$ cat config.mk
export PLATFORM = sky130hd
export DESIGN_NAME = aes_dec_state_manager
export DESIGN_NICKNAME = d
export VERILOG_FILES = /design/src/rtl/aes_ctrl_pkg.sv /design/src/rtl/aes_dec_state_manager.sv
export SDC_FILE = /design/constraint.sdc
export NUM_CORES = 1
export LEC_CHECK = 0
export CAP_MARGIN = 10
export CORE_AREA = 2 2 56 45
export CTS_CLUSTER_SIZE = 24
export DETAILED_ROUTE_END_ITERATION = 7
export DIE_AREA = 0 0 58 47
export PLACE_DENSITY = 0.77
export SYNTH_ARGS = -nofsm -noshare
export SYNTH_HDL_FRONTEND = slang
export SYNTH_SLANG_ARGS = --single-unit
$ cat constraint.sdc
create_clock -name clock -period 1.6 [get_ports clock]
set_input_delay 0.24 -clock clock [delete_from_list [all_inputs] [get_ports clock]]
set_output_delay 0.24 -clock clock [all_outputs]
set_load 0.005 [all_outputs]
$ cat src/rtl/aes_ctrl_pkg.sv
`default_nettype none
// ============================================================================
//  Module      : aes_ctrl_pkg
//  Description : Shared definitions for the AES encryption/decryption state
//                managers: FSM state encodings, matrix write-source select
//                codes and the AES-128 round count.
//  Revision    : 1.0  initial release
// ============================================================================
package aes_ctrl_pkg;

    // AES-128 round count; the last round key index equals this value.
    localparam int NUM_ROUNDS = 10;

    // Decryption manager state encodings.
    typedef enum logic [5:0] {
        ST_IDLE              = 6'd0,
        ST_CTEXT_WRITE       = 6'd1,
        ST_KEY_WRITE         = 6'd2,
        ST_COMPUTE_ROUNDKEYS = 6'd3,
        ST_INIT_ADDROUNDKEY  = 6'd4,
        ST_INV_SHIFTROWS     = 6'd5,
        ST_INV_SUBBYTES      = 6'd6,
        ST_ADDROUNDKEY       = 6'd7,
        ST_INV_MIXCOLUMNS    = 6'd8,
        ST_DECRYPTION_DONE   = 6'd9,
        ST_PTEXT_READ        = 6'd10
    } aes_dec_state_e;

    // Matrix write-source select codes (forward codes used by the encryptor).
    localparam logic [3:0] MSEL_EXT = 4'd0;
    localparam logic [3:0] MSEL_SB  = 4'd1;
    localparam logic [3:0] MSEL_SR  = 4'd2;
    localparam logic [3:0] MSEL_MC  = 4'd3;
    localparam logic [3:0] MSEL_ARK = 4'd4;
    localparam logic [3:0] MSEL_ISB = 4'd5;
    localparam logic [3:0] MSEL_ISR = 4'd6;
    localparam logic [3:0] MSEL_IMC = 4'd7;

endpackage
`default_nettype wire

$ cat src/rtl/aes_dec_state_manager.sv
`default_nettype none
// ============================================================================
//  Module      : aes_dec_state_manager
//  Description : Control FSM for the AES-128 inverse cipher. Sequences the
//                shared 4x4 state matrix through ciphertext/key load, key
//                expansion wait, initial AddRoundKey, the inverse rounds and
//                plaintext readout. All outputs decode the state registers.
//  Revision    : 1.0  initial release
// ============================================================================
module aes_dec_state_manager #(
    parameter int NUM_ROUNDS = aes_ctrl_pkg::NUM_ROUNDS
) (
    input  logic       clock,
    input  logic       reset_n,
    input  logic       start_write_n,
    input  logic       start_read_n,
    input  logic       key_expand_done,
    output logic       done,
    output logic [5:0] dbg_state,
    output logic [3:0] dbg_round,
    output logic [3:0] matrix_in_sel,
    output logic       matrix_write_enable,
    output logic       input_mat_row_col,
    output logic [1:0] input_mat_idx,
    output logic       output_mat_row_col,
    output logic [1:0] output_mat_idx,
    output logic [3:0] round_key_idx,
    output logic       key_start,
    output logic [1:0] count_4_out
);
    import aes_ctrl_pkg::*;

    localparam logic [5:0] c_st_idle     = ST_IDLE;
    localparam logic [5:0] c_st_ctext    = ST_CTEXT_WRITE;
    localparam logic [5:0] c_st_key      = ST_KEY_WRITE;
    localparam logic [5:0] c_st_compute  = ST_COMPUTE_ROUNDKEYS;
    localparam logic [5:0] c_st_init_ark = ST_INIT_ADDROUNDKEY;
    localparam logic [5:0] c_st_isr      = ST_INV_SHIFTROWS;
    localparam logic [5:0] c_st_isb      = ST_INV_SUBBYTES;
    localparam logic [5:0] c_st_ark      = ST_ADDROUNDKEY;
    localparam logic [5:0] c_st_imc      = ST_INV_MIXCOLUMNS;
    localparam logic [5:0] c_st_done     = ST_DECRYPTION_DONE;
    localparam logic [5:0] c_st_ptext    = ST_PTEXT_READ;

    localparam logic [3:0] c_first_round = 4'(NUM_ROUNDS - 1);
    localparam logic [3:0] c_last_key    = 4'(NUM_ROUNDS);

    // Port-select encodings for the matrix row/column ports.
    localparam logic c_row = 1'b0;
    localparam logic c_col = 1'b1;

    logic [5:0] r_state;
    logic [3:0] r_round;
    logic [1:0] r_count_4;

    logic [5:0] w_state_nxt;
    logic [3:0] w_round_nxt;
    logic [1:0] w_count_4_nxt;
    logic       w_last_step;

    assign w_last_step = (r_count_4 == 2'd3);

    // State, round counter and 4-step counter registers.
    always_ff @(posedge clock or negedge reset_n) begin
        if (!reset_n) begin
            r_state   <= c_st_idle;
            r_round   <= 4'd0;
            r_count_4 <= 2'd0;
        end else begin
            r_state   <= w_state_nxt;
            r_round   <= w_round_nxt;
            r_count_4 <= w_count_4_nxt;
        end
    end

    // Next-state logic; four-step states advance count_4 and leave on step 3,
    // where the 2-bit counter wraps back to 0 on its own.
    always_comb begin
        w_state_nxt   = r_state;
        w_round_nxt   = r_round;
        w_count_4_nxt = 2'd0;
        case (r_state)
            c_st_idle: begin
                if (!start_write_n) w_state_nxt = c_st_ctext;
            end
            c_st_ctext: begin
                w_count_4_nxt = r_count_4 + 2'd1;
                if (w_last_step) w_state_nxt = c_st_key;
            end
            c_st_key: begin
                w_count_4_nxt = r_count_4 + 2'd1;
                if (w_last_step) w_state_nxt = c_st_compute;
            end
            c_st_compute: begin
                if (key_expand_done) begin
                    w_state_nxt = c_st_init_ark;
                    w_round_nxt = c_first_round;
                end
            end
            c_st_init_ark: begin
                w_count_4_nxt = r_count_4 + 2'd1;
                if (w_last_step) w_state_nxt = c_st_isr;
            end
            c_st_isr: begin
                w_count_4_nxt = r_count_4 + 2'd1;
                if (w_last_step) w_state_nxt = c_st_isb;
            end
            c_st_isb: begin
                w_count_4_nxt = r_count_4 + 2'd1;
                if (w_last_step) w_state_nxt = c_st_ark;
            end
            c_st_ark: begin
                w_count_4_nxt = r_count_4 + 2'd1;
                if (w_last_step) begin
                    // Round 0 is the final round: it skips InvMixColumns.
                    w_state_nxt = (r_round == 4'd0) ? c_st_done : c_st_imc;
                end
            end
            c_st_imc: begin
                w_count_4_nxt = r_count_4 + 2'd1;
                if (w_last_step) begin
                    w_state_nxt = c_st_isr;
                    w_round_nxt = r_round - 4'd1;
                end
            end
            c_st_done: begin
                if (!start_read_n) w_state_nxt = c_st_ptext;
            end
            c_st_ptext: begin
                w_count_4_nxt = r_count_4 + 2'd1;
                if (w_last_step) begin
                    w_state_nxt = c_st_idle;
                    w_round_nxt = 4'd0;
                end
            end
            default: begin
                w_state_nxt = c_st_idle;
                w_round_nxt = 4'd0;
            end
        endcase
    end

    // Output decode; anything not driven by the current state stays 0.
    always_comb begin
        done                = 1'b0;
        matrix_in_sel       = MSEL_EXT;
        matrix_write_enable = 1'b0;
        input_mat_row_col   = c_row;
        input_mat_idx       = 2'd0;
        output_mat_row_col  = c_row;
        output_mat_idx      = 2'd0;
        round_key_idx       = 4'd0;
        key_start           = 1'b0;
        case (r_state)
            c_st_ctext: begin
                matrix_in_sel       = MSEL_EXT;
                matrix_write_enable = 1'b1;
                input_mat_row_col   = c_col;
                input_mat_idx       = r_count_4;
            end
            c_st_key: begin
                input_mat_row_col   = c_row;
                input_mat_idx       = r_count_4;
                key_start           = (r_count_4 == 2'd0);
            end
            c_st_init_ark: begin
                matrix_in_sel       = MSEL_ARK;
                matrix_write_enable = 1'b1;
                input_mat_row_col   = c_col;
                input_mat_idx       = r_count_4;
                output_mat_row_col  = c_col;
                output_mat_idx      = r_count_4;
                round_key_idx       = c_last_key;
            end
            c_st_isr: begin
                matrix_in_sel       = MSEL_ISR;
                matrix_write_enable = 1'b1;
                input_mat_row_col   = c_row;
                input_mat_idx       = r_count_4;
                output_mat_row_col  = c_row;
                output_mat_idx      = r_count_4;
            end
            c_st_isb: begin
                matrix_in_sel       = MSEL_ISB;
                matrix_write_enable = 1'b1;
                input_mat_row_col   = c_row;
                input_mat_idx       = r_count_4;
                output_mat_row_col  = c_row;
                output_mat_idx      = r_count_4;
            end
            c_st_ark: begin
                matrix_in_sel       = MSEL_ARK;
                matrix_write_enable = 1'b1;
                input_mat_row_col   = c_col;
                input_mat_idx       = r_count_4;
                output_mat_row_col  = c_col;
                output_mat_idx      = r_count_4;
                round_key_idx       = r_round;
            end
            c_st_imc: begin
                matrix_in_sel       = MSEL_IMC;
                matrix_write_enable = 1'b1;
                input_mat_row_col   = c_col;
                input_mat_idx       = r_count_4;
                output_mat_row_col  = c_col;
                output_mat_idx      = r_count_4;
            end
            c_st_done: begin
                done                = 1'b1;
            end
            c_st_ptext: begin
                output_mat_row_col  = c_col;
                output_mat_idx      = r_count_4;
            end
            default: begin
                done                = 1'b0;
            end
        endcase
    end

    assign dbg_state   = r_state;
    assign dbg_round   = r_round;
    assign count_4_out = r_count_4;

endmodule
`default_nettype wire

==> implementation parameters, run 1 <==
Parameter                              Value

Run status
  Result of the run    complete, but fails checks
  Failing checks    negative setup slack

Detailed routing
  Antenna-violating nets left    0
  Via density per instance    between 5 and 6
  First DRT Iteration DRCs    75
  Number of optimization iterations in the first detailed-route pass    4
  Routed met1 length    around 1700 microns
  Final routed DRC violation total    0
  Uppermost metal layer occupied by signal nets    met4
  Met3 wirelength from detailed routing    around 290 microns
  Total length of routed met2 wires    roughly 2000 microns
  Average wire per standard cell    between 15 and 20 microns
  Detailed Route WL    about 4100 microns
  Total number of vias    1253

Worst setup path
  Worst Reg2Reg Path Length in Cells    6
  Required time reported for the critical path endpoint    roughly 1400 ps
  Cell seen most often among critical-path stages    nor2_1
  Arrival time worst endpoint    approximately 1700 ps
  Peak fanout along the critical path    3
  Startpoint class of the critical path    flop
  Worst reg-to-reg setup slack    -190 ps
  Critical path class    reg -> out
  End of the worst register-to-register path    dbg_round[3]
  Reg-to-reg critical path startpoint    dbg_state[2]
  Slowest-stage cell, CP    dfrtp_1
  Category of the worst setup path capture point    output pin
  Critical Path, Cell by Cell    buf_6, or3b_4, a21oi_2, nor2_1, nor2_1, buf_2
  Critical Path Max Stage Delay    ~430 ps

GRT
  GR Overflow Total    0
  Number of global-route vias before repair    about 1100
  Global-route wire length before repair    roughly 5400 microns
  Largest net degree at the start of global routing    11
  Number of antenna violations at the first check in global routing    0
  Global routing usage summed across all routing layers    0.2638

Power and ir drop
  Worst vdd ir    roughly 1.6 mV
  Sequential share of power    0.137
  Cell Int Power    approximately 2000 uW
  Switching portion of total power    0.4294
  Total power consumption of the routed design    ~3500 uW
  Power per Cell Area    1908 nW/um^2
  Relative contribution of the clock network to total power    0.068
  Switching power total    around 1500 uW
  Static Leak    0.0008631 uW
  Power share of the combinational group    0.795

Clock network
  Clock tree root buffer cell    clkbuf_4
  Clock input transition at the sequential cells of the worst setup and hold paths    approximately 80 ps
  Number of H-tree branching levels    1
  Clk sinks    10
  Clk_lat worst skew    about 270 ps
  TritonCTS clock tree    built
  Clock Path Buffers    2
  Number of buffers created by CTS    3

Floorplan
  Chip height    between 40 and 50 microns
  Die area    about 2700 sq um
  Std-Cell Rows    15
  Die W    roughly 58 microns
  CORE AREA    about 2200 sq um
  Initial Util    0.4195
  I/O pin count    34

Synthesis
  Post-Synthesis Cells    between 100 and 150
  Post-synthesis instance area    between 900 and 1000 sq um
  Number of warnings issued by yosys    0
  Post-Synthesis Mean Instance Area    7.192 sq um
  Netlist cell types    37
  Sequential cell area fraction in the yosys report    0.2740
  Number of synthesized register bits    10

Timing
  Final hold slack    a little under 300 ps
  Accumulated negative setup slack    -2786 ps
  RSZ-0062 raised after global routing    yes
  Post-route clock skew    4.600 ps
  Crit share post-route    1.200
  Max Freq    roughly 520 MHz
  PnR worst setup slack    -320.7 ps
  Hold Vio Cnt, Final    0
  Minimum period implied by the final worst setup slack    about 1900 ps
  Endpoints failing setup    20
  Max-slew violation count    0

Final layout
  Number of diodes added for antenna fixing    0
  # nets final    209
  Most frequent cells in the layout    buf_4, buf_6, nor2_1, buf_2, clkdlybuf4s50_1
  Area overhead of the layout relative to synthesis    101.5%
  Most common cell after layout, fill and taps aside    buf_4
  Ratio of cells with drive above 1 in the final layout    0.5327

Placement
  Weighted congestion at the end of routability-driven global placement    approximately 0.79
  Dpl ws    -334.3 ps
  Number of buffers inserted by port buffering    30
  Estimated wirelength of the detail-placed design    2057 microns

Hold path
  Hold crit path type    in -> async

Run
  Max-cap check violation count    0
-- cells in the mapped netlist, drive strengths merged --
master	count	area, sq um
nand2b	3	18.77
a22oi	1	7.510
mux2i	1	10.01
o2111ai	1	8.760
dfrtp	10	250.2
a31oi	2	12.51
ha	4	50.05
nor3b	1	7.510
o21a	2	15.01
buf	9	51.29
a21oi	16	80.08
o31ai	1	7.510
xnor2	1	8.760
conb	1	3.750
or4b	1	10.01
o21ai	6	30.03
clkbuf	2	7.510
o22ai	3	18.77
a32o	2	20.02
nor4	1	12.51
or3b	1	8.760
a211o	1	8.760
mux2	1	11.26
and3	1	6.260
nor2	25	93.84
nor4bb	1	10.01
inv	10	37.54
nand3	1	5.000
a22o	1	8.760
o2bb2ai	2	17.52
nor2b	5	31.28
and2	1	6.260
nand2	6	22.52
nor3	3	15.01
-- power by group through the flow --
stage               clock, uW  sequential [uW]  combinational (uW)
floorplan                   0              452                 905
global placement            0              439                1920
detailed placement          0              446                1950
CTS                       238              464                2320
global route              251              498                2940
finish                    239              481                2790
-- metrics by stage --
step / util / instance area (sq um) / instances
floorplan: - / 920.9 / 129
global placement: 0.6379 / 1389 / 199
detailed placement: 0.6379 / 1389 / 199
CTS: 0.7609 / 1657 / 219
global route: 0.8454 / 1841 / 224
finish: 0.8454 / 1841 / 224
-- sequential cells by signal, summed over array words and instances (netlist names) --
name	flops
dbg_round	4
dbg_state	4
count_4_out	2
-- how the worst max path moves through the flow --
stage	from	to	cells past startpoint
after detailed placement	dbg_state[1]	input_mat_idx[0]	5
final	dbg_state[2]	input_mat_idx[1]	6
after global routing	dbg_state[2]	input_mat_idx[1]	6
after global placement	dbg_state[1]	input_mat_idx[0]	5
after floorplan	dbg_state[1]	input_mat_idx[0]	5
after CTS	dbg_state[2]	matrix_in_sel[0]	4
-- per-layer routing --
layer,vias up,global-route usage
met2,78,0.4545
met1,580,0.3445
met5,-,0
met3,13,0.02755
met4,0,0.1163
li1,582,-
-- timing repair --
item / 4_1_cts / 5_1_grt
hold buffers: 0 / 0
gates cloned: 2 / 1
resized for setup: 102 / 39
pin swaps: 12 / 15
endpoints found under the setup margin: 21 / 22
buffers inserted: 14 / 6
-- worst max-delay path, delay by kind of cell (launching register included) --
kind	cells	cell delay (ps)
AND/OR/NAND/NOR	3	570
AO/OA/AOI/OAI	1	160
buffers and inverters	2	250
flip-flops	1	430
-- area by class of cell --
class                           instances  area [sq um]
Clock buffer                            4         36.28
Fill cell                             113         336.6
Inverter                               10         42.54
Multi-Input combinational cell         98         763.2
Sequential cell                        10         251.5
Tap cell                               25         31.28
Timing Repair Buffer                   77         715.7
-- logic make-up (layout without fill, tap and decap cells) --
kind of cell	after synthesis	count (layout)	synth area share
other cells	1	3	0.004106
flops	10	10	0.2740
fa+ha+maj	4	4	0.05480
compound gates	38	38	0.2576
mux	2	2	0.02329
buf+inv	21	91	0.1055
simple gates	50	50	0.2712
xor+xnor	1	1	0.009591
(Power assumes the default switching activity.)
==> run 2: changes to the inputs <==
--- a/config.mk
+++ b/config.mk
@@ -6,11 +6,12 @@
 export NUM_CORES = 1
 export LEC_CHECK = 0
 export CAP_MARGIN = 10
-export CORE_AREA = 2 2 56 45
+export CORE_AREA = 2 2 54 44
 export CTS_CLUSTER_SIZE = 24
 export DETAILED_ROUTE_END_ITERATION = 7
-export DIE_AREA = 0 0 58 47
-export PLACE_DENSITY = 0.77
+export DIE_AREA = 0 0 56 46
+export PLACE_DENSITY = 0.81
+export SKIP_CTS_REPAIR_TIMING = 1
 export SYNTH_ARGS = -nofsm -noshare
 export SYNTH_HDL_FRONTEND = slang
 export SYNTH_SLANG_ARGS = --single-unit
==> constraint.sdc (replaced) <==
create_clock -name clock -period 2.4 [get_ports clock]
set_input_delay 0.36 -clock clock [delete_from_list [all_inputs] [get_ports clock]]
set_output_delay 0.36 -clock clock [all_outputs]
set_load 0.005 [all_outputs]
==> run 2 against run 1 <==
- the flow now finishes without violations
- non-clock buffer count shrank 38
- critical path type unchanged
- first-iteration DRC count shrank 36%
- power shrank 54%
- highest routed layer unchanged
- largest power group unchanged
==> implementation parameters, run 2 (synthesis gave the netlist of run 1 again) <==
Parameter                              Value

Run status
  Result of the run    complete, no violations

Detailed routing
  First DRT Iteration DRCs    48
  Detailed Route WL    around 2400 microns
  Total number of vias    between 1000 and 1500
  Number of optimization iterations in the first detailed-route pass    4
  Via density per instance    between 5 and 6
  Average wire per standard cell    about 13 microns
  Antenna-violating nets left    0
  Final routed DRC violation total    0

Final layout
  # nets final    171
  Most common cell after layout, fill and taps aside    clkdlybuf4s50_1
  Number of diodes added for antenna fixing    0
  Area overhead of the layout relative to synthesis    43.43%
  Final core occ    0.6232
  Ratio of cells with drive above 1 in the final layout    0.1242
  Most frequent cells in the layout    clkdlybuf4s50_1, nor2_1, a21oi_1, inv_1

Clock network
  Clock tree root buffer cell    clkbuf_4
  TritonCTS clock tree    built
  Clock Path Buffers    2
  Clk_lat worst skew    270 ps
  Clk sinks    10
  Number of buffers created by CTS    3
  Clock input transition at the sequential cells of the worst setup and hold paths    about 70 ps
  Number of H-tree branching levels    1

Worst setup path
  Worst setup path startpoint    dbg_state[3]
  Required time reported for the critical path endpoint    2040 ps
  Critical path class    reg -> out
  Critical Path, Cell by Cell    buf_4, or4b_1, o21ai_0, clkdlybuf4s50_1
  Worst path bufs/invs    2
  Startpoint class of the critical path    flop
  Category of the worst setup path capture point    output pin
  End of the worst register-to-register path    dbg_round[3]
  Worst reg-to-reg setup slack    around 660 ps
  Dominant delay contributor by cell family on the critical path    buffers and inverters
  Arrival time worst endpoint    roughly 1900 ps
  Peak fanout along the critical path    7
  Slowest-stage cell, CP    clkdlybuf4s50_1
  Critical Path Max Stage Delay    around 500 ps
  Worst Reg2Reg Path Length in Cells    6
  Reg-to-reg critical path startpoint    dbg_state[3]

Timing
  Post-route clock skew    4.728 ps
  Crit share post-route    0.9587
  RSZ-0062 raised after global routing    no
  Hold Vio Cnt, Final    0
  Max Freq    between 400 and 500 MHz
  PnR worst setup slack    ~99 ps
  Max-slew violation count    0
  Endpoints failing setup    0
  Minimum period implied by the final worst setup slack    2301 ps
  Accumulated negative setup slack    0 ps

GRT
  GR Overflow Total    0
  Number of global-route vias before repair    between 800 and 900
  Largest net degree at the start of global routing    22
  Global routing usage summed across all routing layers    0.1908
  Number of antenna violations at the first check in global routing    0
  Global-route wire length before repair    3808 microns

Run
  Max-cap check violation count    0

Floorplan
  Die W    56 microns
  Initial Util    0.4345
  I/O pin count    34
  Die area    ~2600 sq um
  Std-Cell Rows    15
  Chip height    46 microns
  CORE AREA    approximately 2100 sq um

Power and ir drop
  Power share of the combinational group    0.720
  Cell Int Power    around 950 uW
  Sequential share of power    0.187
  Switching power total    roughly 670 uW
  Power per Cell Area    about 1200 nW/um^2
  Static Leak    0.0005563 uW
  Worst vdd ir    around 0.83 mV
  Relative contribution of the clock network to total power    0.093
  Switching portion of total power    0.4140

Placement
  Dpl ws    281.7 ps
  Weighted congestion at the end of routability-driven global placement    approximately 0.84
  Number of buffers inserted by port buffering    30
  Estimated wirelength of the detail-placed design    1877 microns

Hold path
  Hold crit path type    in -> async
[run 2: changes by cell type in the layout (fill, tap and decap cells not counted), sizes merged]
cell	delta
dlygate4sd2	-4
clkdlybuf4s50	+19
buf	-50
clkbuf	-2
bufbuf	-1
[run 2: worst max path at each step]
stage	end	slack, ps	cells after the start
after floorplan	input_mat_idx[0]	690	5
after global placement	input_mat_idx[1]	300	5
after detailed placement	input_mat_idx[0]	280	5
after CTS	input_mat_idx[0]	-10	5
after global routing	input_mat_row_col	9	4
final	input_mat_row_col	100	4
[run 2: power groups by stage]
stage,clock (uW),combinational [uW],sequential [uW]
2_1_floorplan,0,603,302
3_3_place_gp,0,1120,301
3_5_place_dp,0,1150,304
4_1_cts,155,1150,301
5_1_grt,165,1270,316
6_report,150,1170,304
[run 2: worst register-to-register path, delay by kind of cell (launching register included)]
family,cells,cell delay [ps]
AOI/OAI and AO/OA,3,410
and+or+nand+nor,1,500
buffers and inverters,2,340
DFF,1,420
[run 2: final cells by class]
cell class | instances | area [sq um]
multi-input combinational | 98 | 585.6
timing repair buffer | 39 | 367.9
sequential | 10 | 251.5
fill | 186 | 792.0
inverter | 10 | 37.54
clock buffer | 4 | 36.28
tap | 25 | 31.28
[run 2: per-layer routing]
| metal | wire [microns] | vias to the layer above | track usage |
|---|---|---|---|
| met5 | 0 | - | 0 |
| met4 | 11 | 0 | 0.01905 |
| met3 | 184 | 4 | 0.06250 |
| met2 | 1114 | 49 | 0.3200 |
| met1 | 1115 | 488 | 0.2526 |
| li1 | - | 501 | - |
[run 2: per-stage QoR]
stage	total power, uW	instance area, sq um	cells	hold WS (ps)
after floorplan	904.8	920.9	129	64.41
after global placement	1424	1254	181	477.0
after detailed placement	1450	1254	181	482.8
after CTS	1604	1290	185	423.4
after global routing	1755	1310	186	426.8
final	1621	1310	186	407.1
